<file path="config.mk">
export PLATFORM = sky130hd
export DESIGN_NAME = div_sequencer
export DESIGN_NICKNAME = d
export VERILOG_FILES = /design/src/rtl/div_sequencer_pkg.sv /design/src/rtl/div_sequencer_step.sv /design/src/rtl/div_sequencer.sv
export SDC_FILE = /design/constraint.sdc
export NUM_CORES = 1
export LEC_CHECK = 0
export CAP_MARGIN = 20
export CORE_ASPECT_RATIO = 1.25
export CORE_MARGIN = 4
export CORE_UTILIZATION = 29
export CTS_CLUSTER_SIZE = 8
export DETAILED_ROUTE_END_ITERATION = 8
export HOLD_SLACK_MARGIN = 0.05
export RECOVER_POWER = 50
export SLEW_MARGIN = 15
export SYNTH_ARGS = -nofsm -noshare
export SYNTH_HDL_FRONTEND = slang
export SYNTH_SLANG_ARGS = --single-unit
</file>
<file path="constraint.sdc">
create_clock -name clk -period 12.95 [get_ports clk]
set_input_delay 3.2375 -clock clk [delete_from_list [all_inputs] [get_ports clk]]
set_output_delay 3.2375 -clock clk [all_outputs]
set_load 0.1 [all_outputs]
</file>
<file path="src/rtl/div_sequencer_pkg.sv">
// Shared definitions for the execute-stage divide sequencer: FSM encodings and
// the ALU control codes that aludec uses to flag DIV/DIVU.
package div_sequencer_pkg;

  localparam int DIV_WIDTH = 32;
  localparam int DIV_CNT_W = 5;

  typedef enum logic [1:0] {
    IDLE = 2'd0,
    BUSY = 2'd1,
    DONE = 2'd2
  } div_state_e;

  localparam logic [3:0] ALU_DIV  = 4'b1010;
  localparam logic [3:0] ALU_DIVU = 4'b1011;

endpackage

</file>
<file path="src/rtl/div_sequencer_step.sv">
// One restoring-division iteration: shift {rem, quo} left, trial-subtract the
// divisor and record the quotient bit.
module div_sequencer_step #(
  parameter int WIDTH = 32
) (
  input  logic [WIDTH-1:0] rem_i,
  input  logic [WIDTH-1:0] quo_i,
  input  logic [WIDTH-1:0] divisor_i,
  output logic [WIDTH-1:0] rem_o,
  output logic [WIDTH-1:0] quo_o
);

  logic [WIDTH:0] rem_sh;
  logic [WIDTH:0] diff;

  // One extra bit keeps the trial subtract exact when the divisor has its MSB set.
  assign rem_sh = {rem_i, quo_i[WIDTH-1]};
  assign diff   = rem_sh - {1'b0, divisor_i};

  assign rem_o = diff[WIDTH] ? rem_sh[WIDTH-1:0] : diff[WIDTH-1:0];
  assign quo_o = {quo_i[WIDTH-2:0], ~diff[WIDTH]};

endmodule

</file>
<file path="src/rtl/div_sequencer.sv">
// DIV/DIVU sequencer beside the ALU: stalls the pipeline through a 32-step
// restoring division and pulses a HI/LO write when the result is ready.
//
// state | meaning
// IDLE  | waiting for a divide in execute
// BUSY  | one restoring step per cycle, stall held
// DONE  | result valid for one cycle, write strobe unless flushed
module div_sequencer
  import div_sequencer_pkg::*;
#(
  parameter int WIDTH = 32,
  parameter int CNT_W = 5
) (
  input  logic             clk,
  input  logic             rst,
  input  logic             div_startE,
  input  logic             div_signedE,
  input  logic [WIDTH-1:0] srcaE,
  input  logic [WIDTH-1:0] srcbE,
  input  logic             flushE,
  output logic             div_stallE,
  output logic             div_readyE,
  output logic             hilowrite_divE,
  output logic [WIDTH-1:0] hi_divE,
  output logic [WIDTH-1:0] lo_divE
);

  div_state_e       state_q;
  logic [CNT_W-1:0] cnt_q;
  logic [WIDTH-1:0] rem_q, quo_q, dvs_q;
  logic [WIDTH-1:0] rem_d, quo_d;
  logic [WIDTH-1:0] hi_q, lo_q;
  logic             neg_quo_q, neg_rem_q, ready_q;

  logic             accept;
  logic             a_neg, b_neg;
  logic [WIDTH-1:0] a_abs, b_abs;
  logic             last_step;

  assign accept    = (state_q == IDLE) & div_startE & ~flushE;
  assign a_neg     = div_signedE & srcaE[WIDTH-1];
  assign b_neg     = div_signedE & srcbE[WIDTH-1];
  assign a_abs     = a_neg ? -srcaE : srcaE;
  assign b_abs     = b_neg ? -srcbE : srcbE;
  assign last_step = (cnt_q == CNT_W'(WIDTH - 1));

  div_sequencer_step #(.WIDTH(WIDTH)) u_step (
    .rem_i     (rem_q),
    .quo_i     (quo_q),
    .divisor_i (dvs_q),
    .rem_o     (rem_d),
    .quo_o     (quo_d)
  );

  always_ff @(posedge clk) begin
    if (!rst) begin
      state_q   <= IDLE;
      cnt_q     <= '0;
      rem_q     <= '0;
      quo_q     <= '0;
      dvs_q     <= '0;
      neg_quo_q <= 1'b0;
      neg_rem_q <= 1'b0;
      ready_q   <= 1'b0;
      hi_q      <= '0;
      lo_q      <= '0;
    end else begin
      ready_q <= 1'b0;
      case (state_q)
        IDLE: begin
          if (accept) begin
            neg_quo_q <= a_neg ^ b_neg;
            neg_rem_q <= a_neg;
            dvs_q     <= b_abs;
            rem_q     <= '0;
            quo_q     <= a_abs;
            cnt_q     <= '0;
            // Zero divisor skips the iterations and reports the raw dividend.
            if (srcbE == '0) begin
              state_q <= DONE;
              ready_q <= 1'b1;
              lo_q    <= '1;
              hi_q    <= srcaE;
            end else begin
              state_q <= BUSY;
            end
          end
        end
        BUSY: begin
          if (flushE) begin
            state_q <= IDLE;
          end else begin
            rem_q <= rem_d;
            quo_q <= quo_d;
            cnt_q <= cnt_q + CNT_W'(1);
            if (last_step) begin
              state_q <= DONE;
              ready_q <= 1'b1;
              lo_q    <= neg_quo_q ? -quo_d : quo_d;
              hi_q    <= neg_rem_q ? -rem_d : rem_d;
            end
          end
        end
        DONE:    state_q <= IDLE;
        default: state_q <= IDLE;
      endcase
    end
  end

  assign div_stallE     = accept | (state_q == BUSY);
  assign div_readyE     = ready_q;
  assign hilowrite_divE = ready_q & ~flushE;
  assign hi_divE        = hi_q;
  assign lo_divE        = lo_q;

endmodule

</file>
# Word-level counts from Yosys, hierarchy flattened
# Cells that the tools add are included.
classes:
  add_sub_neg: 6
  n_mul: 0
  div: 0
  order_cmp: 0
  n_eq_ne: 7
  shifts: 0
  mux: 34
  bitwise_logic: 9
  reduce_logical: 7
op_table:
  columns: ["cell", "count"]
  rows:
  - ["$mux 32", 17]
  - ["$pmux 32 s2", 4]
  - ["$neg 32->32", 4]
  - ["$sub 33x32->33", 1]
  - ["$logic_not 32->1", 1]
  - ["$mux 5", 2]
  - ["$pmux 5 s2", 1]
  - ["$mux 2", 4]
  - ["$ne 2x2->1 const B", 3]
  - ["$add 5x1->5 const B", 1]
  - ["$and 1x1->1", 5]
  - ["$eq 5x5->1 const B", 1]
  - ["$reduce_and 5->1", 1]
  - ["$mux 1", 4]
  - ["$pmux 2 s2", 1]
  - ["$reduce_and 2->1", 2]
  - ["$ne 3x3->1 const B", 1]
  - ["$reduce_and 3->1", 1]
  - ["$eq 2x1->1 const B", 1]
  - ["$logic_not 2->1", 1]
  - ["$ne 2x1->1 const B", 1]
  - ["$not 1->1", 2]
  - ["$pmux 1 s2", 1]
  - ["$reduce_bool 2->1", 1]
  - ["2 further kinds", 2]
totals:
  register_bits: 170
  latch_bits: 0
  mem_bits_rw: 0
  rom_bits: 0
  in_bits: 69
  output_inout_bits: 67
  wordCells: 73
  n_memories: 0

# Depth between registers and ports, before layout
# Gate-level depths: netlist (run 1).
depth:
  ltp_word: 7
  depth_mapped: 25
  mapped_depth_nobuf: 22

# By module
# A second synthesis (run 1) with hierarchy kept.
hier_totals:
  hier_cells: 1497
  hier_area_um2: 11745.0
modules_own_cells:
  columns: ["module", "n_inst", "cells_each", "area_per_inst_um2", "seq_area_each_um2"]
  rows:
  - ["div_sequencer", 1, 1161, 9153.8, 3403.3]
  - ["div_sequencer_step", 1, 336, 2591.2, 0.0]

# Worst setup path before layout (run 1)
# Ideal clock, no wire load.
synth_path:
  kind: "input -> output"
  start: "in flushE"
  end: "out hilowrite_divE"
  arrival_time_ps: 4573
  t_required_ps: 9712
  path_slack_ps: 5140
  cell_stages: 1
  path_buffers: 0
  cell_sequence: "nor2b_1"
synth_between:
  elab_chain_len: 2
synth_lines:
  columns: ["item", "line", "source"]
  rows:
  - ["start: declaration", "div_sequencer.sv:20", "input logic flushE,"]
  - ["$not 1->1", "div_sequencer.sv:112", "assign hilowrite_divE = ready_q & ~flushE;"]
  - ["$and 1x1->1", "div_sequencer.sv:112", null]
  - ["end: declaration", "div_sequencer.sv:23", "output logic hilowrite_divE,"]
# No other way between the ends.

# Worst setup path after layout (run 1)
layout_path:
  start: "in rst"
  end: "reg hi_q[20] (netlist: hi_divE[20])"
layout_lines:
  columns: ["item", "line", "source"]
  rows:
  - ["start: declaration", "div_sequencer.sv:15", "input logic rst,"]
  - ["end signal: assignment", "div_sequencer.sv:83", "hi_q <= srcaE;"]
  - ["end signal: assignment", "div_sequencer.sv:100", "hi_q <= neg_rem_q ? -rem_d : rem_d;"]
  - ["end: declaration", "div_sequencer.sv:32", "logic [WIDTH-1:0] hi_q, lo_q;"]
# No word-level cell between the ends.

==> qor.yml, run 1 <==
outcome: "finished with violations"
violations: "max-capacitance violations, max-slew violations"
vias_per_cell: 5.32
hpwl_um: 29500
routedWlPerCell_um: 17.6
diodes: 0
cts_sinks: 170
grt_overflow: 0
post-cts-setup-buffer-count: 0
regArea_um2: 3400
cp_max_fo: 92
crit_family: "buffers and inverters"
cp-end-kind: "flop"
setup_viol: 0
rsz0062_at_grt: "false"
htreeDepth: 4
initial_core_util_pct: 29.5
syn_nets: 1704
synth_cell_types: 78
portBuffers: 135
fin_setup_tns_ns: 0
maxUsedRoutingLayer: "met4"
cpPeakStageDelay_ns: 1.98
hold_viol: 0
hold_ws_ns: 0.461
holdBufCountCts: 0
max-vdd-ir-drop_mv: 0.0956
grt_pass1_wl_um: 60800
cts-root-buf: "clkbuf_16"
drc: 0
fp-row-count: 82
hp-class: "reg2reg"
tightest_slew_ns: 4.46
wl_met1_um: 18500
crit_buf_inv: 4
clkTransAtPathRegs_ns: 0.07
drt-pass1-iter-count: 5
chipHeight_um: 234
io-pin-count: 136
yosysTopAreaCellShare_pct: 28.7
cts_made_buffers: 17
fill_cells: 4327
critPathRequiredTime_ns: 13.24
synth_top_cell_by_area: "dfxtp_1"
post-route-period-util_pct: 74.4
ys_seq_area_share_pct: 28.7
slew_headroom_pct: -197
syn_inst: 1596
cts.path.max_buffers: 2
final_nets: 1767
worstSetupStartpointType: "input pin"
path_cells: "dlygate4sd3_1 > clkbuf_1 > clkinvlp_2 > clkbuf_1 > a221oi_1"
fmax_mhz: 104
clkPwrFrac_pct: 33.1
grt_max_degree: 93
power_frac_comb_pct: 30.2
skew_ns: 0.0156
p_sw_share_pct: 38.6
cts_tree: "done"
clk_latency_ns: 0.45
track_usage_pct: 17.1
grt_pass1_vias: 10844
multi_input_area_um2: 7840
power_frac_seq_pct: 36.6
critical_path_class: "in2reg"
die_w_um: 189
vias: 11795
switchingPower_mw: 0.608
avgSynthCellArea_um2: 7.42
netlist_top_cells_area: "dfxtp_1 (29%), nor2_1 (7.4%), a21oi_1 (7.0%)"
dominantRegCellSynth: "dfxtp_1"
ys_warn_count: 0
async_flop_share_pct: 0
slowest_stage: "clkinvlp_2"
p_int_mw: 0.966
drv_cap: 3
core_um2: 40200
synthToLayoutAreaGrowth_pct: 19.9
drive_above_1_share_pct: 4.67
crit_top_cell: "clkbuf_1"
critPathArrivalTime_ns: 9.92
place_ws_ns: 4.07
report.final.slew_viol_count: 177
power_density_nw_per_um2: 111
synth_edf_count: 0
yosys_register_bits: 170
timing.final.ws_setup_ns: 3.32
dieArea_um2: 44200
totalPowerFinal_mw: 1.57
antenna_found_initial: 0
wl_um: 39100
drtIter0Drc: 839
fin_crit_ns: 9.63
wl_met2_um: 17900
gp_congestion: 0.884
postCtsResizedCells: 0
drtAntennaViolNets: 0
wl_met3_um: 1830
leakagePower_nw: 5.29
netlist_area_um2: 11800
==> worst reg2reg max path, cell delays in order, from the launching register on <==
cell,delay (ns)
dfxtp_1,0.34
inv_1,0.07
ha_1,0.19
inv_1,0.09
fa_1,0.42
a211oi_2,0.27
o211ai_1,0.20
a32o_1,0.32
o21a_1,0.23
a221oi_4,0.55
buf_4,0.64
inv_2,0.47
mux2_2,0.39
or4b_1,0.63
nor3_4,0.29
a41oi_1,0.18
xnor2_1,0.24
a221oi_1,0.10
==> cell usage after synthesis (all sizes together) (11+ instances only) <==
library cell	n
nand3	32
nand4	19
o211ai	13
a21o	11
buf	20
a31oi	25
a21oi	167
inv	59
o31ai	21
nand2	137
or3	23
and3	12
o21ai	102
a22oi	14
dfxtp	170
nor2	233
clkbuf	85
mux2i	26
a211oi	59
ha	38
nor4	11
and2	14
o41ai	11
xnor2	54
nor3	29
xor2	73
a311oi	31
==> path summary, 6_finish.rpt <==
kind                                                  to                    from  cells after the start  slack, ns
worst max-delay path            hi_divE[20]$_SDFFE_PN0P_                     rst                      5       3.32
worst min-delay path              neg_quo_q$_SDFFE_PN0P_  neg_quo_q$_SDFFE_PN0P_                      2       0.46
worst max register to register  hi_divE[29]$_SDFFE_PN0P_  quo_q[31]$_SDFFE_PN0P_                     17       7.01
worst min register to register    neg_quo_q$_SDFFE_PN0P_  neg_quo_q$_SDFFE_PN0P_                      2       0.46
==> registers in the layout, summed over array words and instances, names as in the netlist <==
signal,cells
cnt_q,5
state_q,2
rem_q,32
hi_divE,32
div_readyE,1
quo_q,32
lo_divE,32
neg_rem_q,1
neg_quo_q,1
dvs_q,32
==> power by group through the flow <==
stage | clock [mW] | sequential, mW | combinational [mW]
detailed placement | 0 | 0.589 | 0.474
CTS | 0.531 | 0.577 | 0.475
global route | 0.549 | 0.581 | 0.517
global placement | 0 | 0.588 | 0.469
floorplan | 0 | 0.650 | 0.274
finish | 0.521 | 0.577 | 0.476
==> layer usage <==
layer / vias up / global-route usage (%)
li1: 5891 / -
met4: 0 / 4.67
met1: 5530 / 23.4
met3: 44 / 2.44
met5: - / 0
met2: 330 / 28.3
==> cells in the final DEF, fill, tap and decap left out, types with 13 or more instances in the layout <==
master	instances
o21ai_0	98
a31oi_1	25
nand3_1	32
o31ai_1	21
xor2_1	73
inv_1	57
clkbuf_16	17
dlygate4sd3_1	67
ha_1	38
nor2_1	231
or3_1	23
a21oi_1	166
a211oi_1	58
nand2_1	136
nor3_1	28
a22oi_1	14
clkdlybuf4s50_1	68
mux2i_1	26
xnor2_1	54
a311oi_1	31
nand4_1	19
o211ai_1	13
dfxtp_1	170
==> area by class of cell <==
| cell class | instances | area share, % |
|---|---|---|
| clock buffer | 18 | 3.09 |
| multi-input combinational | 1262 | 55.2 |
| clock inverter | 14 | 1.05 |
| sequential | 170 | 24.0 |
| inverter | 59 | 1.57 |
| timing repair buffer | 149 | 10.4 |
| tap | 546 | 4.81 |
==> through the flow <==
| stage | util [%] | std cells | area [µm²] |
|---|---|---|---|
| 6_report | 35.3 | 2218 | 14200 |
| 5_1_grt | 35.3 | 2218 | 14200 |
| 4_1_cts | 35.3 | 2216 | 14200 |
| 3_5_place_dp | 33.8 | 2184 | 13600 |
| 3_3_place_gp | 33.8 | 2184 | 13600 |
| 2_1_floorplan | - | 1596 | 11800 |
==> logic make-up after synthesis <==
family	synth area share (%)
xor+xnor	9.39
buf+inv	5.40
flops	28.7
mux	3.15
fa+ha+maj	4.18
compound gates	27.8
simple gates	21.4
(Power assumes the default switching activity.)
==> run 2: changes to the inputs <==
==> constraint.sdc (replaced) <==
create_clock -name clk -period 8.15 [get_ports clk]
set_input_delay 2.0375 -clock clk [delete_from_list [all_inputs] [get_ports clk]]
set_output_delay 2.0375 -clock clk [all_outputs]
set_load 0.1 [all_outputs]
==> qor.yml, run 2 (synthesis gave the netlist of run 1 again) <==
fill_cells: 4295  # was 4327
grt_pass1_wl_um: 60000  # was 60800 µm
post-route-period-util_pct: 80.5
final_nets: 1769  # was 1767
place_ws_ns: 1.67  # was 4.07 ns
cp_max_fo: 7  # was 92
htreeDepth: 4  # unchanged
timing.final.ws_setup_ns: 1.59  # was 3.32 ns
placed_cell_area_um2: 13600  # about the same
fin_setup_tns_ns: 0  # unchanged
violations: "max-capacitance violations, max-slew violations"  # unchanged
skew_ns: 0.0121  # was 0.0156 ns
initial_core_util_pct: 29.5  # unchanged
grt_overflow: 0  # unchanged
cts-root-buf: "clkbuf_16"  # unchanged
synthToLayoutAreaGrowth_pct: 19.9  # about the same
power_density_nw_per_um2: 177  # was 111 nW/µm²
cts_sinks: 170  # unchanged
crit_family: "buffers and inverters"  # unchanged
final_cell_mix: "nor2_1 (230), dfxtp_1 (170), a21oi_1 (166)"  # was nor2_1 (231), dfxtp_1 (170), a21oi_1 (166)
wl_um: 38900  # was 39100 µm
portBuffers: 135  # unchanged
cpPeakStageDelay_ns: 1.17  # was 1.98 ns
hold_viol: 0  # unchanged
post-cts-setup-buffer-count: 0  # unchanged
vias: 11885  # was 11795
gp_congestion: 0.888  # was 0.884
clkTransAtPathRegs_ns: 0.07  # about the same
cts.path.max_buffers: 2  # unchanged
report.final.slew_viol_count: 68  # was 177
path_cells: "dlygate4sd3_1 > nand3b_1 > nand2_1 > clkdlybuf4s50_1"  # was dlygate4sd3_1 > clkbuf_1 > clkinvlp_2 > clkbuf_1 > a221oi_1
vias_per_cell: 5.35  # was 5.32
tightest_slew_ns: 3.00  # was 4.46 ns
critPathArrivalTime_ns: 4.52  # was 9.92 ns
cts_made_buffers: 17  # unchanged
holdBufCountCts: 0  # unchanged
final_cell_count_no_fill: 2220  # was 2218
cts_tree: "done"  # unchanged
io-pin-count: 136  # unchanged
die_w_um: 189  # unchanged
drive_above_1_share_pct: 4.78  # was 4.67%
dieArea_um2: 44200  # unchanged
slowest_stage: "clkdlybuf4s50_1"  # was clkinvlp_2
hpwl_um: 29900  # was 29500 µm
slew_headroom_pct: -99.7  # was -197%
setup_viol: 0  # unchanged
grt_pass1_vias: 10731  # was 10844
fin_crit_ns: 6.56
leakagePower_nw: 5.29  # about the same
drv_cap: 1  # was 3
worstSetupStartpointType: "input pin"  # unchanged
clk_latency_ns: 0.44  # was 0.45 ns
outcome: "finished with violations"  # unchanged
postCtsResizedCells: 0  # unchanged
fp-row-count: 82  # unchanged
drtAntennaViolNets: 0  # unchanged
drtIter0Drc: 770  # was 839
grt_max_degree: 90  # was 93
routedWlPerCell_um: 17.5  # was 17.6 µm
critical_path_class: "in2out"  # was in2reg
postLayoutCoreUtil_pct: 35.3  # about the same
crit_buf_inv: 2  # was 4
hp-class: "reg2reg"  # unchanged
layout_commonest_cell: "nor2_1"  # unchanged
drt-pass1-iter-count: 5  # unchanged
track_usage_pct: 16.9  # was 17.1%
fmax_mhz: 152
antenna_found_initial: 1  # was 0
rsz0062_at_grt: "false"  # unchanged
chipHeight_um: 234  # unchanged
cp-end-kind: "primary output"  # was flop
critPathRequiredTime_ns: 6.11  # was 13.24 ns
design_area_um2: 14200  # about the same
drc: 0  # unchanged
diodes: 0  # unchanged
place_inst: 2188  # was 2184
max-vdd-ir-drop_mv: 0.152  # was 0.0956 mV
core_um2: 40200  # unchanged
[run 2: per-layer routing]
layer,part of all wire [%],vias to the layer above,global-route usage (%),routed length (µm)
li1,-,5912,-,-
met1,46,5541,23.1,17800
met2,46,391,27.8,17700
met3,6.3,39,2.74,2470
met4,2.4,2,5.08,930
met5,0.033,-,0,13
[run 2: metrics by stage]
stage / power, mW / hold slack [ns]
after CTS: 2.53 / 0.474
after global routing: 2.63 / 0.482
after detailed placement: 1.70 / 0.464
after global placement: 1.69 / 0.464
after floorplan: 1.47 / 0.432
final: 2.52 / 0.467
[run 2: area by class of cell]
cell class	instances	area (µm²)	share of cell area, %
clock buffers	18	429	3.02
clock inverters	14	163	1.15
inverters	59	224	1.58
multi-input cells	1262	7840	55.2
flip-flops and latches	170	3400	24.0
well taps	546	683	4.81
repair buffers	151	1460	10.3
[run 2: tightest hold or removal path: cells and delay by family, from the launching register on]
| family | cells | cell delay (ns) |
|---|---|---|
| flip-flops | 1 | 0.31 |
| AND/OR/NAND/NOR | 1 | 0.05 |
| AO/OA/AOI/OAI | 1 | 0.06 |
[run 2: worst paths after layout]
path / from / endpoint / slack [ns] / cells after the start
min reg2reg: hi_divE[24]$_SDFFE_PN0P_ / hi_divE[24]$_SDFFE_PN0P_ / 0.47 / 2
max reg2reg: quo_q[31]$_SDFFE_PN0P_ / hi_divE[30]$_SDFFE_PN0P_ / 2.61 / 20
max: flushE / div_stallE / 1.59 / 4
min: hi_divE[24]$_SDFFE_PN0P_ / hi_divE[24]$_SDFFE_PN0P_ / 0.47 / 2
[run 2: report_power, final]
group | switching [mW] | internal [mW]
combinational | 0.518 | 0.241
sequential | 0.0416 | 0.876
clock | 0.382 | 0.460
